`src/rtl/mem_stage_pkg.sv`:
```
// Shared bus layouts, widths and load-op encodings for the memory stage.
package mem_stage_pkg;

  localparam int unsigned ES_TO_MS_BUS_WD = 74;
  localparam int unsigned MS_TO_WS_BUS_WD = 70;
  localparam int unsigned MS_TO_DS_BUS_WD = 38;
  localparam int unsigned LD_OP_WD        = 3;

  localparam logic [LD_OP_WD-1:0] LD_OP_W  = 3'd0;
  localparam logic [LD_OP_WD-1:0] LD_OP_B  = 3'd1;
  localparam logic [LD_OP_WD-1:0] LD_OP_BU = 3'd2;
  localparam logic [LD_OP_WD-1:0] LD_OP_H  = 3'd3;
  localparam logic [LD_OP_WD-1:0] LD_OP_HU = 3'd4;

  typedef struct packed {
    logic                res_from_mem;
    logic [LD_OP_WD-1:0] ld_op;
    logic                gr_we;
    logic [4:0]          dest;
    logic [31:0]         alu_result;
    logic [31:0]         pc;
  } es_to_ms_t;

  typedef struct packed {
    logic        gr_we;
    logic [4:0]  dest;
    logic [31:0] final_result;
    logic [31:0] pc;
  } ms_to_ws_t;

  typedef struct packed {
    logic        ld_pending;
    logic [4:0]  fwd_dest;
    logic [31:0] fwd_result;
  } ms_to_ds_t;

endpackage

```
`src/rtl/mem_stage_load_align.sv`:
```
// Combinational load data extraction with sign/zero extension.
module load_align
  import mem_stage_pkg::*;
(
  input  logic [31:0]         rdata,
  input  logic [1:0]          addr,
  input  logic [LD_OP_WD-1:0] ld_op,
  output logic [31:0]         result
);

  logic [31:0] shifted;
  logic [7:0]  byte_val;
  logic [15:0] half_val;

  assign shifted  = rdata >> {addr, 3'b000};
  assign byte_val = shifted[7:0];
  assign half_val = addr[1] ? rdata[31:16] : rdata[15:0];

  always_comb begin
    result = rdata;
    case (ld_op)
      LD_OP_B:  result = {{24{byte_val[7]}}, byte_val};
      LD_OP_BU: result = {24'd0, byte_val};
      LD_OP_H:  result = {{16{half_val[15]}}, half_val};
      LD_OP_HU: result = {16'd0, half_val};
      default:  result = rdata;
    endcase
  end

endmodule

```
`src/rtl/mem_stage.sv`:
```
// Memory-access pipeline stage: waits for load data, aligns it and hands results
// to write-back while driving the forwarding/load-use bus to decode.
module mem_stage
  import mem_stage_pkg::*;
(
  input  logic                       clk,
  input  logic                       reset,
  input  logic                       ws_allowin,
  output logic                       ms_allowin,
  input  logic                       es_to_ms_valid,
  input  logic [ES_TO_MS_BUS_WD-1:0] es_to_ms_bus,
  output logic                       ms_to_ws_valid,
  output logic [MS_TO_WS_BUS_WD-1:0] ms_to_ws_bus,
  input  logic                       data_sram_data_ok,
  input  logic [31:0]                data_sram_rdata,
  output logic [MS_TO_DS_BUS_WD-1:0] ms_to_ds_bus
);

  es_to_ms_t   es_r;
  ms_to_ws_t   ws_out;
  ms_to_ds_t   ds_out;
  logic        ms_valid;
  logic        buf_valid;
  logic [31:0] rdata_buf;
  logic        ms_ready_go;
  logic        capture;
  logic        leave;
  logic        buf_load;
  logic [31:0] load_src;
  logic [31:0] load_result;
  logic [31:0] final_result;

  assign ms_ready_go    = !es_r.res_from_mem || data_sram_data_ok || buf_valid;
  assign ms_allowin     = !ms_valid || (ms_ready_go && ws_allowin);
  assign ms_to_ws_valid = ms_valid && ms_ready_go;
  assign capture        = es_to_ms_valid && ms_allowin;
  assign leave          = ms_to_ws_valid && ws_allowin;
  // Only park the response when write-back cannot take it this cycle.
  assign buf_load       = data_sram_data_ok && ms_valid && es_r.res_from_mem
                          && !buf_valid && !ws_allowin;

  always_ff @(posedge clk) begin
    if (reset) begin
      ms_valid <= 1'b0;
    end else if (ms_allowin) begin
      ms_valid <= es_to_ms_valid;
    end
  end

  always_ff @(posedge clk) begin
    if (capture) begin
      es_r <= es_to_ms_bus;
    end
  end

  always_ff @(posedge clk) begin
    if (reset) begin
      buf_valid <= 1'b0;
    end else if (capture || leave) begin
      buf_valid <= 1'b0;
    end else if (buf_load) begin
      buf_valid <= 1'b1;
    end
  end

  always_ff @(posedge clk) begin
    if (buf_load) begin
      rdata_buf <= data_sram_rdata;
    end
  end

  assign load_src = buf_valid ? rdata_buf : data_sram_rdata;

  load_align u_load_align (
    .rdata  (load_src),
    .addr   (es_r.alu_result[1:0]),
    .ld_op  (es_r.ld_op),
    .result (load_result)
  );

  assign final_result = es_r.res_from_mem ? load_result : es_r.alu_result;

  always_comb begin
    ws_out              = '0;
    ws_out.gr_we        = es_r.gr_we;
    ws_out.dest         = es_r.dest;
    ws_out.final_result = final_result;
    ws_out.pc           = es_r.pc;
  end

  // Gated by ms_valid so decode never sees stale or unreset data.
  always_comb begin
    ds_out            = '0;
    ds_out.ld_pending = ms_valid && es_r.res_from_mem && !ms_ready_go;
    ds_out.fwd_dest   = (ms_valid && es_r.gr_we) ? es_r.dest : 5'd0;
    ds_out.fwd_result = ms_valid ? final_result : 32'd0;
  end

  assign ms_to_ws_bus = ws_out;
  assign ms_to_ds_bus = ds_out;

endmodule

```
`config.mk`:
```
export PLATFORM = sky130hd
export DESIGN_NAME = mem_stage
export DESIGN_NICKNAME = d
export VERILOG_FILES = /design/src/rtl/mem_stage_pkg.sv /design/src/rtl/mem_stage_load_align.sv /design/src/rtl/mem_stage.sv
export SDC_FILE = /design/constraint.sdc
export NUM_CORES = 1
export LEC_CHECK = 0
export ABC_AREA = 1
export CAP_MARGIN = 5
export CORE_UTILIZATION = 45
export DETAILED_ROUTE_END_ITERATION = 6
export GPL_ROUTABILITY_DRIVEN = 1
export PLACE_DENSITY = 0.84
export SLEW_MARGIN = 20
export SYNTH_ARGS = -nofsm -noshare
export SYNTH_HDL_FRONTEND = slang
export SYNTH_SLANG_ARGS = --single-unit
```
`constraint.sdc`:
```
create_clock -name clk -period 6.02 [get_ports clk]
set_input_delay 0.903 -clock clk [delete_from_list [all_inputs] [get_ports clk]]
set_output_delay 0.903 -clock clk [all_outputs]
set_load 0.02 [all_outputs]
```
# Yosys cells after proc, flatten, opt, wreduce, memory -nomap -nowiden
# Cells that the tools add are included.
# W data, S select, Z words.
dict set report word_totals {
  register_bits 108
  latchBits 0
  ram_bits 0
  romBits 0
  input_bits 111
  output_inout_bits 110
  word_cells 41
  memories 0
}
dict set report classes {
  add_sub_neg 0
  multipliers 0
  div 0
  magnitude_cmp 0
  eq_ne 4
  n_shift 1
  muxes 6
  bitwise_logic 0
  n_reduce_logical 21
}
# op n
set ops {}
lappend ops {{$pmux W32 S4} 1}
lappend ops {{$mux W32} 3}
lappend ops {{$shr A32 B5 Y8} 1}
lappend ops {{$mux W16} 1}
lappend ops {{$logic_and A1 B1 Y1} 11}
lappend ops {{$eq A3 B2 Y1 const B} 2}
lappend ops {{$logic_not A1 Y1} 5}
lappend ops {{$mux W5} 1}
lappend ops {{$logic_or A1 B1 Y1} 4}
lappend ops {{$eq A3 B1 Y1 const B} 1}
lappend ops {{$eq A3 B3 Y1 const B} 1}
lappend ops {{$reduce_or A2 Y1} 1}

# Logic depth before layout (Yosys ltp)
# Gate-level depths: netlist of the first run.
dict set report depth {
  word_depth 8
  mapped_depth 12
  depth_no_buf 10
}

# By module
# From an unflattened synthesis of the first run, not the netlist that was laid out.
dict set report hier_totals {
  cells_unflattened 652
  area_unflattened_um2 5754.3
}
# mod instances cells_per_inst area_per_inst_um2 seq_area_each_um2
set modules_own_cells {}
lappend modules_own_cells {mem_stage 1 420 4680.7 3223.1}
lappend modules_own_cells {load_align 1 232 1073.5 0.0}

# Worst setup path after synthesis of the first run
# Ideal clock, no wire load.
dict set report synth_path {
  path_kind {input -> register}
  start {input port data_sram_data_ok}
  end {register es_r[32] (netlist name), enable pin}
  setup_time_ns 0.508
  t_arrival_ns 4.218
  t_required_ns 5.512
  path_slack_ns 1.294
  path_stages 4
  n_path_buf 0
  cell_sequence {nor2_1 -> nand2_1 -> a21oi_1 -> nor2_1}
}
dict set report synth_between {
  elab_chain_len 5
}
# item line_no
set synth_lines {}
lappend synth_lines {{start, declared} mem_stage.sv:14} ;# input logic data_sram_data_ok,
lappend synth_lines {{$logic_or A1 B1 Y1 (2 in series)} mem_stage.sv:33} ;# assign ms_ready_go = !es_r.res_from_mem || data_sram_data_ok || buf_valid;
lappend synth_lines {{$logic_and A1 B1 Y1} mem_stage.sv:34} ;# assign ms_allowin = !ms_valid || (ms_ready_go && ws_allowin);
lappend synth_lines {{$logic_or A1 B1 Y1} mem_stage.sv:34}
lappend synth_lines {{$logic_and A1 B1 Y1} mem_stage.sv:36} ;# assign capture = es_to_ms_valid && ms_allowin;
lappend synth_lines {{named net capture} mem_stage.sv:26} ;# logic capture;
lappend synth_lines {{end signal, assigned} mem_stage.sv:52} ;# es_r <= es_to_ms_bus;
lappend synth_lines {{end, declared} mem_stage.sv:19} ;# es_to_ms_t es_r;
# The timed path passes the listed nets, and every way through them passes these cells.
# A chain may end at the register's enable or synchronous reset.

# Worst setup path after layout of the first run
dict set report layout_path {
  start {register es_r[33] (netlist name)}
  end {output port ms_to_ds_bus[28]}
}
dict set report layout_between {
  elab_chain_len 4
  word_cells_on_any_way 5
  cone_classes {shift (1); mux (4)}
}
# item line_no
set layout_lines {}
lappend layout_lines {{$shr A32 B5 Y8 / $mux W16 (equally long branches)} {mem_stage_load_align.sv:15, mem_stage_load_align.sv:17}}
lappend layout_lines {{$pmux W32 S4 *} mem_stage_load_align.sv:21} ;# case (ld_op)
lappend layout_lines {{$mux W32 *} mem_stage.sv:81} ;# assign final_result = es_r.res_from_mem ? load_result : es_r.alu_result;
lappend layout_lines {{$mux W32 *} mem_stage.sv:96} ;# ds_out.fwd_result = ms_valid ? final_result : 32'd0;
lappend layout_lines {{end, declared} mem_stage.sv:16} ;# output logic [MS_TO_DS_BUS_WD-1:0] ms_to_ds_bus
# Every way passes the cells marked *; elsewhere a longest branch is shown, timed or not.

==> run_results.csv, run 1 <==
group,metric,value,unit
run_status,status,"finished clean",
grt,grt.busiest_layer,"met2",
logic_synthesis,netlist_top_cells_area,"edfxtp_1 (55%), nand2_1 (13%), nand3_1 (8.3%)",
setup_path,cp_common_cell,"nand3_1",
sta,post-route-period-util,71.92,%
clocking,clk_path_buf_depth,2,
clocking,h-tree-depth,3,
setup_path,worstSetupEndpointType,"primary output",
grt,met1_usage,27.90,%
final_layout,syn_to_final_growth,39.08,%
clocking,holdBufCountCts,0,
grt,grt_overflow,0,
logic_synthesis,ys_async_sr_fraction,0,%
grt,grt_antenna_before_repair,0,
clocking,root_buffer,"clkbuf_16",
route,vias,4956,
sta,rsz0062_at_grt,"no",
setup_path,cp_top_family,"buffers and inverters",
clocking,clkTransAtPathRegs,0.08,ns
sta,period_minus_slack,4.330,ns
flow_run,max_cap_violations,0,
min_path,min_path_type,"reg2reg",
placement,gp_congestion,0.8236,
sta,setup_ws,1.690,ns
final_layout,nets,923,
setup_path,path_max_fanout,24,
power,p_per_area,237.4,nW/um^2
placement,placed_area,7777,sq um
sta,setup_viol,0,
setup_path,crit_path_start,"es_r[33]",
sta,hold_viol_final,0,
placement,dp_slack,2.093,ns
logic_synthesis,ys_seq_area_share,55.61,%
setup_path,r2r-end,"es_r[36]",
setup_path,cp_cell_sequence,"inv_2, nand3_1, nand3_1, nand2_2, nand2_4, nand3_1, nand2_1, nor2_1, clkdlybuf4s50_1",
grt,met3_usage,8.421,%
logic_synthesis,yosysTopAreaCell,"edfxtp_1",
setup_path,r2r_start,"es_r[73]",
setup_path,critical_path_class,"reg2out",
route,drt_wl_total,15700,um
sta,slew-limit-headroom,29.25,%
sta,fmaxAchievable,231.0,MHz
route,drt_iter0_markers,287,
clocking,tritoncts,"done",
power,ir_worst_vdd,169.2,uV
logic_synthesis,synth_cell_types,28,
setup_path,cp_num_buf_inv,2,
final_layout,fillCellCount,985,
logic_synthesis,yosys_warnings,0,
final_layout,antenna_cells,0,
clocking,cts_buffers,9,
clocking,cts.sinks,108,
setup_path,cp.arrival,3.43,ns
grt,track_usage,23.73,%
placement,hpwl,11270,um
clocking,cts_setup_buffers,0,
floorplan,die_h,115.5,um
logic_synthesis,synthTopCellsByCount,"nand2_1 (196), edfxtp_1 (106), nand3_1 (96), inv_1 (52), nor2_1 (51)",
setup_path,crit_required,5.12,ns
grt,grt_pass1_wl,23700,um
sta,finClkSkew,0.006856,ns
logic_synthesis,syn-num-nets,756,
clocking,cts_resized,0,
placement,port_buffers,220,
route,dr.pass1.iters,5,
final_layout,fin_area,8060,sq um
logic_synthesis,synth.most_common_cell,"nand2_1",
power,totalPowerFinal,1.913,mW
sta,tightest_slew,1.060,ns
grt,grt_util_met2,39.76,%
setup_path,r2r_slack,2.81,ns
floorplan,placementRows,41,
floorplan,top_level_ports,221,
floorplan,core-area,12570,sq um
route,drtAntennaViolNets,0,
route,wl_per_cell,15.87,um
logic_synthesis,synth_flop_cell,"edfxtp_1",
sta,slew_violations,0,
final_layout,drive_gt1_share,8.323,%
logic_synthesis,synth-seq-cells,108,
grt,grt_start_max_net_pins,67,
clocking,insertion_delay,0.34,ns
logic_synthesis,syn_inst,645,
route,avgViaCountPerCell,5.011,
logic_synthesis,synth_edf_count,106,
setup_path,critPathSlowestCell,"edfxtp_1",
logic_synthesis,syn-cell-area,5796,sq um
power,p_leak,3.362,nW
logic_synthesis,synth_area_per_cell,8.985,sq um
setup_path,cp-start-kind,"flop",
setup_path,setup.worst_path.end,"ms_to_ds_bus[28]",
sta,finalSetupTns,0,ns
setup_path,worst_r2r_path_depth,7,
route,post-route-drc-count,0,
floorplan,fp.dieArea,13340,sq um
floorplan,die_w,115.5,um
setup_path,cp.depth,9,
logic_synthesis,post-synth-top-area-fraction,54.92,%
floorplan,start_util,46.11,%
grt,grt_pass1_vias,4662,
setup_path,cpPeakStageDelay,0.96,ns
[worst min path at each step]
| stage | start | end | slack [ns] | depth (start not counted) |
|---|---|---|---|---|
| 2_1_floorplan | ms_valid | buf_valid | 0.76 | 4 |
| 3_3_place_gp | ms_valid | buf_valid | 0.69 | 4 |
| 3_5_place_dp | ms_valid | buf_valid | 0.69 | 4 |
| 4_1_cts | ms_valid | buf_valid | 0.71 | 4 |
| 5_1_grt | ms_valid | buf_valid | 0.77 | 4 |
| 6_report | ms_valid | buf_valid | 0.73 | 4 |
[layer usage]
metal	share of wire, %	vias to the layer above
met3	10	31
met4	2.3	0
met5	0	-
li1	-	2405
met2	51	225
met1	37	2295
[per-stage QoR]
stage | hold WS, ns | util, % | cells
final | 0.7267 | 64.13 | 989
after global routing | 0.7748 | 64.13 | 989
after CTS | 0.7140 | 64.13 | 989
after detailed placement | 0.6941 | 61.88 | 973
after global placement | 0.6940 | 61.88 | 973
after floorplan | 0.7559 | - | 645
[worst register-to-register path, stage by stage (launching register included)]
cell,delay [ns]
edfxtp_1,0.36
buf_4,0.25
inv_1,0.82
nor2_1,0.08
nand2_1,0.13
a21oi_1,0.12
nor2_4,0.30
buf_4,0.71
[registers in the layout, summed over array words and instances (netlist names)]
name / cells
ms_to_ws_bus: 38
es_r: 36
rdata_buf: 32
buf_valid: 1
ms_valid: 1
[where the power goes]
part	leakage (nW)	internal, mW	total, mW	switching [mW]
registers	1.02	0.867	0.882	0.0149
logic	2.20	0.212	0.461	0.249
clock network	0.141	0.290	0.570	0.280
total	3.36	1.37	1.91	0.544
[area by class of cell]
class,count,area [sq um],share of cell area (%)
Sequential cell,108,3223,39.99
Clock inverter,6,53.80,0.6675
Tap cell,172,215.2,2.670
Clock buffer,10,229.0,2.841
Inverter,59,226.5,2.810
Timing Repair Buffer,224,2232,27.69
Multi-Input combinational cell,410,1881,23.33
[cells by family after synthesis]
kind of cell | share of synthesized area, %
AO/OA/AOI/OAI | 2.742
buffers and inverters | 12.15
flip-flops | 55.61
AND/OR/NAND/NOR | 29.49
[cells in the final DEF (no fill, tap or decap), types with 2 or more instances in the layout]
master / n
clkdlybuf4s50_1: 220
nand2_1: 196
edfxtp_1: 106
nand3_1: 96
inv_1: 52
nor2_1: 50
a21oi_1: 22
or2_2: 21
clkbuf_16: 9
nand3_2: 7
inv_2: 6
a21oi_2: 4
buf_4: 4
nand2_4: 3
inv_6: 3
nand2_2: 3
dfxtp_1: 2
inv_8: 2
(Power assumes the default switching activity.)
==> inputs of run 2 (changes only) <==
CORE_UTILIZATION = 40   (was 45)
PLACE_DENSITY = 0.79   (was 0.84)
clock period = 3.7 ns   (was 6.02 ns; I/O delays follow)
==> run_results.csv, run 2 (synthesized netlist as in run 1, its figures left out) <==
group,metric,value,unit
run_status,status,"finished clean",
clocking,cts_buffers,9,
sta,hold_viol_final,0,
clocking,cts_setup_buffers,0,
route,drtAntennaViolNets,0,
clocking,clkTransAtPathRegs,0.07,ns
clocking,cts.sinks,108,
final_layout,layout_commonest_cell,"clkdlybuf4s50_1",
min_path,min_path_type,"reg2reg",
final_layout,antenna_cells,0,
sta,period_minus_slack,3.532,ns
flow_run,max_cap_violations,0,
grt,grt_overflow,0,
setup_path,cp-start-kind,"flop",
floorplan,start_util,41.43,%
clocking,tritoncts,"done",
final_layout,largest_register_ffs,38,
sta,finClkSkew,0.008832,ns
route,drt_wl_total,16430,um
final_layout,layout.cells.non_filler,1001,
sta,setup_ws,0.1682,ns
clocking,insertion_delay,0.36,ns
route,wl_per_cell,16.41,um
placement,port_buffers,220,
route,avgViaCountPerCell,4.954,
grt,met3_usage,7.388,%
grt,met1_usage,26.53,%
final_layout,utilization,58.06,%
final_layout,syn_to_final_growth,40.13,%
floorplan,die_h,122.4,um
clocking,holdBufCountCts,0,
final_layout,fin_area,8122,sq um
sta,slew-limit-headroom,59.39,%
setup_path,path_max_fanout,24,
power,p_per_area,385.5,nW/um^2
setup_path,critical_path_class,"reg2out",
sta,setup_viol,0,
sta,post-route-period-util,95.45,%
route,vias,4959,
final_layout,nets,928,
power,p_leak,3.383,nW
final_layout,drive_gt1_share,8.770,%
sta,tightest_slew,0.6077,ns
placement,gp_congestion,0.8468,
final_layout,regArea,3223,sq um
setup_path,crit_required,3.14,ns
sta,slew_violations,0,
grt,grt_pass1_vias,4841,
floorplan,core-area,13990,sq um
sta,whs,0.7013,ns
power,ir_worst_vdd,393.1,uV
final_layout,multi_input_area,1881,sq um
clocking,root_buffer,"clkbuf_16",
placement,dp_slack,0.4496,ns
sta,fmaxAchievable,283.1,MHz
route,dr.pass1.iters,6,
placement,placed_area,7838,sq um
placement,hpwl,11950,um
sta,rsz0062_at_grt,"no",
grt,grt_util_met2,37.43,%
setup_path,worstSetupEndpointType,"primary output",
placement,dp_cells,986,
floorplan,top_level_ports,221,
grt,grt_pass1_wl,24900,um
route,drt_iter0_markers,435,
final_layout,fillCellCount,1214,
final_layout,final_cell_mix,"clkdlybuf4s50_1 (220), nand2_1 (196), edfxtp_1 (106)",
route,post-route-drc-count,0,
grt,grt_antenna_before_repair,0,
grt,track_usage,22.21,%
setup_path,cp.arrival,2.98,ns
power,totalPowerFinal,3.131,mW
floorplan,fp.dieArea,14970,sq um
floorplan,placementRows,43,
grt,grt_start_max_net_pins,57,
floorplan,die_w,122.4,um
clocking,h-tree-depth,3,
clocking,cts_resized,0,
clocking,clk_path_buf_depth,2,
sta,finalSetupTns,0,ns
grt,grt.busiest_layer,"met2",
run 2: cell type report:
type | instances | area share, %
sequential | 108 | 39.69
inverter | 59 | 2.788
clock inverter | 6 | 0.7241
multi-input combinational | 410 | 23.16
clock buffer | 9 | 2.773
tap | 180 | 2.773
timing repair buffer | 229 | 28.10
run 2: report_power, final:
part,internal [mW],switching (mW),total [mW]
clock network,0.468,0.468,0.936
registers,1.41,0.0223,1.43
logic,0.351,0.411,0.762
run 2: worst max-delay path, cell delays in order (launching register included):
cell	delay, ns
edfxtp_1	0.63
inv_2	0.32
nand3_2	0.20
nand3_1	0.11
nand2_2	0.14
nand2_4	0.18
nand3_1	0.17
nand2_1	0.12
nor2_1	0.12
clkdlybuf4s50_1	0.62
run 2: final timing paths:
check / startpoint / to / slack (ns) / cells past startpoint
worst max-delay path: es_r[33] / ms_to_ds_bus[22] / 0.17 / 9
worst min-delay path: ms_valid / buf_valid / 0.70 / 4
worst max register to register: es_r[73] / es_r[36] / 1.23 / 7
worst min register to register: ms_valid / buf_valid / 0.70 / 4
run 2: per-layer routing:
layer  wire [um]  part of all wire [%]
met4         258                   1.6
met3        1597                   9.7
met1        6347                    39
met2        8221                    50
met5           0                     0
